<file path="config.mk">
export PLATFORM = sky130hd
export DESIGN_NAME = cache_controller_flat
export DESIGN_NICKNAME = d
export VERILOG_FILES = /design/src/rtl/cache_pkg.sv /design/src/rtl/cache_controller_if.sv /design/src/rtl/lru_tracker.sv /design/src/rtl/cache_controller.sv /design/src/flat_wrapper.sv
export SDC_FILE = /design/constraint.sdc
export NUM_CORES = 2
export LEC_CHECK = 0
export CAP_MARGIN = 20
export CORE_MARGIN = 3
export CORE_UTILIZATION = 45
export CTS_CLUSTER_SIZE = 8
export DETAILED_ROUTE_END_ITERATION = 10
export HOLD_SLACK_MARGIN = 0.05
export PLACE_DENSITY = 0.58
export SYNTH_ARGS = -nofsm -noshare
export SYNTH_HDL_FRONTEND = slang
export SYNTH_SLANG_ARGS = --single-unit
</file>
<file path="constraint.sdc">
create_clock -name clk -period 10 [get_ports clk]
set_clock_uncertainty 0.2 [all_clocks]
set_input_delay 3 -clock clk [delete_from_list [all_inputs] [get_ports clk]]
set_output_delay 3 -clock clk [all_outputs]
set_load 0.1 [all_outputs]
</file>
<file path="src/rtl/cache_pkg.sv">
// Shared types and default geometry for the 2-way set-associative cache controller.
package cache_pkg;

    localparam int unsigned ADDR_WIDTH_D  = 32;
    localparam int unsigned N_WAYS_D      = 2;
    localparam int unsigned NUM_SETS_D    = 32;
    localparam int unsigned OFFSET_BITS_D = 7;
    localparam int unsigned INDEX_BITS_D  = 5;
    localparam int unsigned TAG_BITS_D    = 20;

    typedef logic [TAG_BITS_D-1:0]    tag_t;
    typedef logic [INDEX_BITS_D-1:0]  index_t;
    typedef logic [OFFSET_BITS_D-1:0] offset_t;

    typedef struct packed {
        tag_t    tag;
        index_t  index;
        offset_t offset;
    } addr_fields_t;

    typedef enum logic [2:0] {
        ST_IDLE,
        ST_LOOKUP,
        ST_WRITEBACK,
        ST_REFILL,
        ST_RESPOND
    } state_t;

    function automatic addr_fields_t split_addr(input logic [ADDR_WIDTH_D-1:0] addr);
        return addr_fields_t'(addr);
    endfunction

endpackage

</file>
<file path="src/rtl/cache_controller_if.sv">
// CPU, memory and data-array signal bundle; master = controller side, slave = environment side.
interface cache_controller_if import cache_pkg::*; #(
    parameter int unsigned ADDR_WIDTH  = ADDR_WIDTH_D,
    parameter int unsigned INDEX_BITS  = INDEX_BITS_D,
    parameter int unsigned OFFSET_BITS = OFFSET_BITS_D
) ();

    logic                   cpu_req_valid;
    logic                   cpu_req_we;
    logic [ADDR_WIDTH-1:0]  cpu_req_addr;
    logic                   cpu_req_ready;
    logic                   cpu_resp_valid;
    logic                   cpu_resp_hit;

    logic                   mem_req_valid;
    logic                   mem_req_we;
    logic [ADDR_WIDTH-1:0]  mem_req_addr;
    logic                   mem_req_ready;
    logic                   mem_resp_valid;

    logic                   arr_way;
    logic [INDEX_BITS-1:0]  arr_index;
    logic [OFFSET_BITS-1:0] arr_offset;
    logic                   arr_cpu_we;
    logic                   arr_fill_we;

    modport master (
        input  cpu_req_valid, cpu_req_we, cpu_req_addr, mem_req_ready, mem_resp_valid,
        output cpu_req_ready, cpu_resp_valid, cpu_resp_hit,
        output mem_req_valid, mem_req_we, mem_req_addr,
        output arr_way, arr_index, arr_offset, arr_cpu_we, arr_fill_we
    );

    modport slave (
        output cpu_req_valid, cpu_req_we, cpu_req_addr, mem_req_ready, mem_resp_valid,
        input  cpu_req_ready, cpu_resp_valid, cpu_resp_hit,
        input  mem_req_valid, mem_req_we, mem_req_addr,
        input  arr_way, arr_index, arr_offset, arr_cpu_we, arr_fill_we
    );

endinterface

</file>
<file path="src/rtl/lru_tracker.sv">
// One LRU bit per set naming the way to evict next; updated with the way just used.
module lru_tracker #(
    parameter int unsigned NUM_SETS   = 32,
    parameter int unsigned INDEX_BITS = 5
) (
    input  logic                  clk,
    input  logic                  rst,
    input  logic [INDEX_BITS-1:0] i_rd_index,
    output logic                  o_rd_lru,
    input  logic                  i_upd_en,
    input  logic [INDEX_BITS-1:0] i_upd_index,
    input  logic                  i_upd_way
);

    logic [NUM_SETS-1:0] r_lru;

    always_ff @(posedge clk) begin
        if (rst) begin
            r_lru <= '0;
        end else if (i_upd_en) begin
            r_lru[i_upd_index] <= ~i_upd_way;
        end
    end

    assign o_rd_lru = r_lru[i_rd_index];

endmodule

</file>
<file path="src/rtl/cache_controller.sv">
// Blocking 2-way write-back cache controller (tags/state only; data array is external).
// Optional hit/miss counters are built when CACHE_STATS_EN is defined.
module cache_controller import cache_pkg::*; #(
    parameter int unsigned ADDR_WIDTH  = ADDR_WIDTH_D,
    parameter int unsigned N_WAYS      = N_WAYS_D,
    parameter int unsigned NUM_SETS    = NUM_SETS_D,
    parameter int unsigned OFFSET_BITS = OFFSET_BITS_D,
    parameter int unsigned INDEX_BITS  = INDEX_BITS_D,
    parameter int unsigned TAG_BITS    = TAG_BITS_D
) (
    input  logic               clk,
    input  logic               rst,
    cache_controller_if.master cache_if
`ifdef CACHE_STATS_EN
    ,
    output logic [31:0]        hit_count,
    output logic [31:0]        miss_count
`endif
);

    state_t r_state, w_next_state;

    logic                   r_req_we;
    logic [ADDR_WIDTH-1:0]  r_req_addr;
    logic                   r_way;
    logic                   r_hit;
    logic                   r_mem_acked;

    logic [NUM_SETS-1:0]    r_valid [N_WAYS];
    logic [NUM_SETS-1:0]    r_dirty [N_WAYS];
    logic [TAG_BITS-1:0]    r_tag   [N_WAYS][NUM_SETS];

    logic [TAG_BITS-1:0]    w_tag;
    logic [INDEX_BITS-1:0]  w_idx;
    logic [OFFSET_BITS-1:0] w_off;
    logic                   w_hit0, w_hit1, w_hit, w_hit_way;
    logic                   w_lru, w_victim;
    logic                   w_mem_done;
    logic                   w_hit_upd, w_fill, w_upd_way;

    assign w_tag = r_req_addr[ADDR_WIDTH-1 -: TAG_BITS];
    assign w_idx = r_req_addr[OFFSET_BITS +: INDEX_BITS];
    assign w_off = r_req_addr[OFFSET_BITS-1:0];

    assign w_hit0    = r_valid[0][w_idx] && (r_tag[0][w_idx] == w_tag);
    assign w_hit1    = r_valid[1][w_idx] && (r_tag[1][w_idx] == w_tag);
    assign w_hit     = w_hit0 | w_hit1;
    assign w_hit_way = ~w_hit0;
    assign w_victim  = !r_valid[0][w_idx] ? 1'b0 :
                       !r_valid[1][w_idx] ? 1'b1 : w_lru;
    // A response in the same cycle as the request handshake completes the transfer.
    assign w_mem_done = (r_mem_acked | cache_if.mem_req_ready) & cache_if.mem_resp_valid;

    lru_tracker #(
        .NUM_SETS   (NUM_SETS),
        .INDEX_BITS (INDEX_BITS)
    ) u_lru (
        .clk         (clk),
        .rst         (rst),
        .i_rd_index  (w_idx),
        .o_rd_lru    (w_lru),
        .i_upd_en    (w_hit_upd | w_fill),
        .i_upd_index (w_idx),
        .i_upd_way   (w_upd_way)
    );

    always_comb begin
        w_next_state            = r_state;
        w_hit_upd               = 1'b0;
        w_fill                  = 1'b0;
        w_upd_way               = r_way;
        cache_if.cpu_req_ready  = 1'b0;
        cache_if.cpu_resp_valid = 1'b0;
        cache_if.cpu_resp_hit   = 1'b0;
        cache_if.mem_req_valid  = 1'b0;
        cache_if.mem_req_we     = 1'b0;
        cache_if.mem_req_addr   = '0;
        cache_if.arr_way        = 1'b0;
        cache_if.arr_index      = '0;
        cache_if.arr_offset     = '0;
        cache_if.arr_cpu_we     = 1'b0;
        cache_if.arr_fill_we    = 1'b0;

        if (r_state != ST_IDLE) begin
            cache_if.arr_way    = r_way;
            cache_if.arr_index  = w_idx;
            cache_if.arr_offset = w_off;
        end

        case (r_state)
            ST_IDLE: begin
                cache_if.cpu_req_ready = 1'b1;
                if (cache_if.cpu_req_valid) w_next_state = ST_LOOKUP;
            end
            ST_LOOKUP: begin
                if (w_hit) begin
                    cache_if.arr_way    = w_hit_way;
                    cache_if.arr_cpu_we = r_req_we;
                    w_hit_upd           = 1'b1;
                    w_upd_way           = w_hit_way;
                    w_next_state        = ST_RESPOND;
                end else begin
                    cache_if.arr_way = w_victim;
                    w_next_state     = (r_valid[w_victim][w_idx] && r_dirty[w_victim][w_idx]) ?
                                       ST_WRITEBACK : ST_REFILL;
                end
            end
            ST_WRITEBACK: begin
                cache_if.mem_req_valid = ~r_mem_acked;
                cache_if.mem_req_we    = 1'b1;
                cache_if.mem_req_addr  = {r_tag[r_way][w_idx], w_idx, {OFFSET_BITS{1'b0}}};
                if (w_mem_done) w_next_state = ST_REFILL;
            end
            ST_REFILL: begin
                cache_if.mem_req_valid = ~r_mem_acked;
                cache_if.mem_req_addr  = {w_tag, w_idx, {OFFSET_BITS{1'b0}}};
                if (w_mem_done) begin
                    cache_if.arr_fill_we = 1'b1;
                    cache_if.arr_cpu_we  = r_req_we;
                    w_fill               = 1'b1;
                    w_next_state         = ST_RESPOND;
                end
            end
            ST_RESPOND: begin
                cache_if.cpu_resp_valid = 1'b1;
                cache_if.cpu_resp_hit   = r_hit;
                w_next_state            = ST_IDLE;
            end
            default: w_next_state = ST_IDLE;
        endcase
    end

    always_ff @(posedge clk) begin
        if (rst) begin
            r_state     <= ST_IDLE;
            r_req_we    <= 1'b0;
            r_req_addr  <= '0;
            r_way       <= 1'b0;
            r_hit       <= 1'b0;
            r_mem_acked <= 1'b0;
            r_valid     <= '{default: '0};
            r_dirty     <= '{default: '0};
        end else begin
            r_state <= w_next_state;
            if (r_state == ST_IDLE && cache_if.cpu_req_valid) begin
                r_req_we   <= cache_if.cpu_req_we;
                r_req_addr <= cache_if.cpu_req_addr;
            end
            if (r_state == ST_LOOKUP) begin
                r_way <= w_hit ? w_hit_way : w_victim;
                r_hit <= w_hit;
            end
            // Remembers that the request was accepted while waiting for the response.
            if (r_state == ST_WRITEBACK || r_state == ST_REFILL) begin
                if (w_mem_done)                  r_mem_acked <= 1'b0;
                else if (cache_if.mem_req_ready) r_mem_acked <= 1'b1;
            end else begin
                r_mem_acked <= 1'b0;
            end
            if (w_hit_upd && r_req_we) r_dirty[w_hit_way][w_idx] <= 1'b1;
            if (w_fill) begin
                r_valid[r_way][w_idx] <= 1'b1;
                r_dirty[r_way][w_idx] <= r_req_we;
            end
        end
    end

    always_ff @(posedge clk) begin
        if (w_fill) r_tag[r_way][w_idx] <= w_tag;
    end

`ifdef CACHE_STATS_EN
    logic [31:0] r_hit_count, r_miss_count;

    always_ff @(posedge clk) begin
        if (rst) begin
            r_hit_count  <= '0;
            r_miss_count <= '0;
        end else if (r_state == ST_RESPOND) begin
            if (r_hit && r_hit_count != '1)         r_hit_count  <= r_hit_count + 32'd1;
            else if (!r_hit && r_miss_count != '1)  r_miss_count <= r_miss_count + 32'd1;
        end
    end

    assign hit_count  = r_hit_count;
    assign miss_count = r_miss_count;
`endif

endmodule

</file>
<file path="src/flat_wrapper.sv">
// flat-port wrapper written by rule: the top's interface ports become plain ports
module cache_controller_flat import cache_pkg::*;
#(
    parameter int unsigned ADDR_WIDTH  = ADDR_WIDTH_D,
    parameter int unsigned N_WAYS      = N_WAYS_D,
    parameter int unsigned NUM_SETS    = NUM_SETS_D,
    parameter int unsigned OFFSET_BITS = OFFSET_BITS_D,
    parameter int unsigned INDEX_BITS  = INDEX_BITS_D,
    parameter int unsigned TAG_BITS    = TAG_BITS_D
)
  (clk, rst, cache_if_cpu_req_valid, cache_if_cpu_req_we, cache_if_cpu_req_addr, cache_if_mem_req_ready, cache_if_mem_resp_valid, cache_if_cpu_req_ready, cache_if_cpu_resp_valid, cache_if_cpu_resp_hit, cache_if_mem_req_valid, cache_if_mem_req_we, cache_if_mem_req_addr, cache_if_arr_way, cache_if_arr_index, cache_if_arr_offset, cache_if_arr_cpu_we, cache_if_arr_fill_we);
  cache_controller_if #(.ADDR_WIDTH(ADDR_WIDTH), .INDEX_BITS(INDEX_BITS), .OFFSET_BITS(OFFSET_BITS)) cache_if_i ();
  input  logic clk;
  input  logic rst;
  input wire logic [$bits(cache_if_i.cpu_req_valid)-1:0] cache_if_cpu_req_valid;
  input wire logic [$bits(cache_if_i.cpu_req_we)-1:0] cache_if_cpu_req_we;
  input wire logic [$bits(cache_if_i.cpu_req_addr)-1:0] cache_if_cpu_req_addr;
  input wire logic [$bits(cache_if_i.mem_req_ready)-1:0] cache_if_mem_req_ready;
  input wire logic [$bits(cache_if_i.mem_resp_valid)-1:0] cache_if_mem_resp_valid;
  output wire logic [$bits(cache_if_i.cpu_req_ready)-1:0] cache_if_cpu_req_ready;
  output wire logic [$bits(cache_if_i.cpu_resp_valid)-1:0] cache_if_cpu_resp_valid;
  output wire logic [$bits(cache_if_i.cpu_resp_hit)-1:0] cache_if_cpu_resp_hit;
  output wire logic [$bits(cache_if_i.mem_req_valid)-1:0] cache_if_mem_req_valid;
  output wire logic [$bits(cache_if_i.mem_req_we)-1:0] cache_if_mem_req_we;
  output wire logic [$bits(cache_if_i.mem_req_addr)-1:0] cache_if_mem_req_addr;
  output wire logic [$bits(cache_if_i.arr_way)-1:0] cache_if_arr_way;
  output wire logic [$bits(cache_if_i.arr_index)-1:0] cache_if_arr_index;
  output wire logic [$bits(cache_if_i.arr_offset)-1:0] cache_if_arr_offset;
  output wire logic [$bits(cache_if_i.arr_cpu_we)-1:0] cache_if_arr_cpu_we;
  output wire logic [$bits(cache_if_i.arr_fill_we)-1:0] cache_if_arr_fill_we;
  assign cache_if_i.cpu_req_valid = cache_if_cpu_req_valid;
  assign cache_if_i.cpu_req_we = cache_if_cpu_req_we;
  assign cache_if_i.cpu_req_addr = cache_if_cpu_req_addr;
  assign cache_if_i.mem_req_ready = cache_if_mem_req_ready;
  assign cache_if_i.mem_resp_valid = cache_if_mem_resp_valid;
  assign cache_if_cpu_req_ready = cache_if_i.cpu_req_ready;
  assign cache_if_cpu_resp_valid = cache_if_i.cpu_resp_valid;
  assign cache_if_cpu_resp_hit = cache_if_i.cpu_resp_hit;
  assign cache_if_mem_req_valid = cache_if_i.mem_req_valid;
  assign cache_if_mem_req_we = cache_if_i.mem_req_we;
  assign cache_if_mem_req_addr = cache_if_i.mem_req_addr;
  assign cache_if_arr_way = cache_if_i.arr_way;
  assign cache_if_arr_index = cache_if_i.arr_index;
  assign cache_if_arr_offset = cache_if_i.arr_offset;
  assign cache_if_arr_cpu_we = cache_if_i.arr_cpu_we;
  assign cache_if_arr_fill_we = cache_if_i.arr_fill_we;
  cache_controller #(.ADDR_WIDTH(ADDR_WIDTH), .N_WAYS(N_WAYS), .NUM_SETS(NUM_SETS), .OFFSET_BITS(OFFSET_BITS), .INDEX_BITS(INDEX_BITS), .TAG_BITS(TAG_BITS)) u_core (.clk(clk), .rst(rst), .cache_if(cache_if_i));
endmodule
</file>
==> metrics.cfg <==
[status]
status=finished, final reports clean

[synth]
synth_warnings=0
synthCells=4342
synth_area_leaders=edfxtp_1, mux2i_1, mux4_2, dfxtp_1, o22ai_1
synth.avg_cell_area_um2=14.7
synth-seq-cells=1480
synth_ff_type=edfxtp_1
yosysTopAreaCell=edfxtp_1
yosysMostFrequentCell=edfxtp_1
yosysUniqueCellTypes=66
synth_area_mm2=0.0636
synth_edf_count=1280
synth_common_cells=edfxtp_1, mux2i_1, o22ai_1, nand2_1, nor2_1
synth.top_cell.area_share_pct=60.4
yosysSeqAreaShare_pct=66.7
synth_async_sr_flop_share_pct=0

[sta]
finalMaxSlewViolations=0
fin_crit_ps=9550
setup_violations=0
rsz0062_at_grt=no
fmax_mhz=105
fin_ws_ps=451
tightest_slew_ps=1180
tns_ps=0
post-route-period-util_pct=95.5
hold_violations=0
slew_headroom_pct=21.0

[setup_path]
path_buf_inv=2
worst_r2r_path_depth=13
path_class=flop to output pin
r2r_setup_slack_ps=3450
cp_data_required_time_ps=6800
startpoint_type=flop
crit_arrival_ps=6350
rr_endpoint=u_core.r_dirty[18]$_SDFF_PP0_
cp_slowest_cell=dfxtp_1
cp.depth=11
r2r-start=u_core.r_req_addr[10]$_SDFFE_PP0P_
crit_top_cell=nor4_1
critPathMaxFanout=28
worstSetupEndpointType=output pin
critPathTopFamily=simple AND/OR/NAND/NOR gates
crit_chain=or4b_2 > buf_12 > o22ai_1 > nor4_1 > a21oi_1 > nor4_1 > nand4_1 > nor4_4 > nand2b_1 > o2111a_1 > buf_4
endpoint=cache_if_arr_cpu_we
startpoint=u_core.r_req_addr[10]$_SDFFE_PP0P_
max_stage_delay_ps=1020

[placed_design]
gp_congestion=0.905
numPlacedInstances=6160
dpl_worst_slack_ps=1330
hpwl_um=137000
io_buffers=82

[pwr]
seq_power_share_pct=46.1
internal-power_mw=11.1
comb_power_share_pct=11.4
p_leak_nw=22.9
power.density_mw_per_mm2=203
ir_drop_mv=0.183
netSwitchingFraction_pct=25.3
clkPwrFrac_pct=42.5
netSwitchingPower_mw=3.76

[run]
maxCapViolations=0

[global_route]
grt_pass1_vias=41142
grt_pass1_wl_um=334000
grt_util_all_layers_pct=33.0
antenna_found_initial=5
grt-ovfl-total=0
grt_max_degree=115

[detailed_routing]
drt-initial-drc-count=6797
via_count=43346
drtPass1Iterations=6
remaining_drc_errors=0
ant_nets=0
wl_um=244000
viasPerCell=6.69
wl_per_cell_um=37.7

[finish]
nFillCells=11627
nNetsFinal=4528
fin_cells=6483
drive_gt1_share_pct=15.5
area_growth_pct=15.2

[die]
num_rows=137
core_area_mm2=0.140
pin_count=90
dieArea_mm2=0.146
initial_core_util_pct=45.5
dieWidth_um=382
die_h_um=382

[worst_hold_path]
holdPathStages=2
hp-class=flop to flop

[clocking]
cts_made_buffers=203
clockBufferDepth=3
clock_latency_ps=820
cts_hold_buf=0
cts_resized=0
clkSlewWorstSetupHoldPaths_ps=50
cts_tree=yes
cts_root_buf=clkbuf_16
htree_levels=4
postCtsSetupBuffers=0
cts.sinks=1480

[registers in the layout (all words and copies together) (netlist names), named ones only]
signal,flops
u_core.r_tag,1280
u_core.r_dirty,64
u_core.r_valid,64
u_core.r_req_addr,32
u_core.u_lru.r_lru,32
u_core.r_state,3
u_core.r_hit,1
u_core.r_mem_acked,1
u_core.r_req_we,1
u_core.r_way,1
[per-stage QoR]
step	hold slack [ps]	power (mW)	util, %	instance area, µm²
global route	275	15.2	52.4	73300
finish	248	14.9	52.4	73300
floorplan	232	8.03	-	63600
global placement	239	8.61	48.3	67600
CTS	250	14.9	52.4	73300
detailed placement	243	8.62	48.3	67600
[power groups by stage]
stage	clock network, mW	logic [mW]	registers [mW]
after floorplan	0	1.03	7.00
after global placement	0	1.64	6.97
after detailed placement	0	1.65	6.97
after CTS	6.37	1.65	6.85
after global routing	6.64	1.75	6.85
final	6.32	1.69	6.85
[layout by cell type (no fill, tap or decap), drive strengths merged, types with 5 or more instances in the layout]
master	n
mux4	183
a211oi	73
nor2b	18
clkdlybuf4s50	79
conb	7
and3	21
o21ai	60
dfxtp	200
nand3b	5
nand4bb	6
or4	6
nor3	11
nand2	312
nor4	87
buf	185
mux2i	610
a22oi	24
xor2	8
nand3	6
edfxtp	1280
clkbuf	312
xnor2	20
o22ai	376
a31oi	103
inv	7
a21oi	154
and2	82
nand4	16
nor2	301
[worst register-to-register path, delay by kind of cell, from the launching register on]
| family | cells | cell delay, ps |
|---|---|---|
| simple gates | 5 | 3240 |
| flops | 1 | 1020 |
| buf+inv | 3 | 1140 |
| compound gates | 5 | 860 |
[metal layers]
layer  vias up  GRT usage, %  routed length (µm)
li1      17408             -                   -
met1     22008          44.4               93000
met2      3192          49.5              108000
met3       738          8.80               28800
met4         0          16.7               14200
met5         -             0                   0
[area by class of cell]
class	count	area, µm²	area share (%)
antenna	3	7.51	0.0102
clock buffer	312	5600	7.64
clock inverter	7	95.1	0.130
inverter	4	25.0	0.0341
multi-input combinational	2537	20400	27.8
sequential	1480	42500	58.0
tap	1876	2350	3.20
timing repair buffer	264	2380	3.25
[logic make-up (layout without fill, tap and decap cells)]
group | Yosys count | in the layout | synth area share [%]
AND/OR/NAND/NOR | 899 | 899 | 6.61
buffers and inverters | 331 | 587 | 2.39
other | 1 | 10 | 0.00589
XOR/XNOR | 28 | 28 | 0.385
flip-flops | 1480 | 1480 | 66.7
multiplexers | 795 | 795 | 16.1
AO/OA/AOI/OAI | 808 | 808 | 7.79
[worst min-delay path by stage]
stage,from,end
final,u_core.r_req_addr[1]$_SDFFE_PP0P_,u_core.r_req_addr[1]$_SDFFE_PP0P_
after global routing,u_core.r_req_addr[2]$_SDFFE_PP0P_,u_core.r_req_addr[2]$_SDFFE_PP0P_
after CTS,u_core.r_req_addr[1]$_SDFFE_PP0P_,u_core.r_req_addr[1]$_SDFFE_PP0P_
after detailed placement,u_core.r_req_addr[1]$_SDFFE_PP0P_,u_core.r_req_addr[1]$_SDFFE_PP0P_
after global placement,u_core.r_req_addr[0]$_SDFFE_PP0P_,u_core.r_req_addr[0]$_SDFFE_PP0P_
after floorplan,u_core.r_req_addr[0]$_SDFFE_PP0P_,u_core.r_req_addr[0]$_SDFFE_PP0P_
Note: power is estimated with default switching activity, not from simulation.
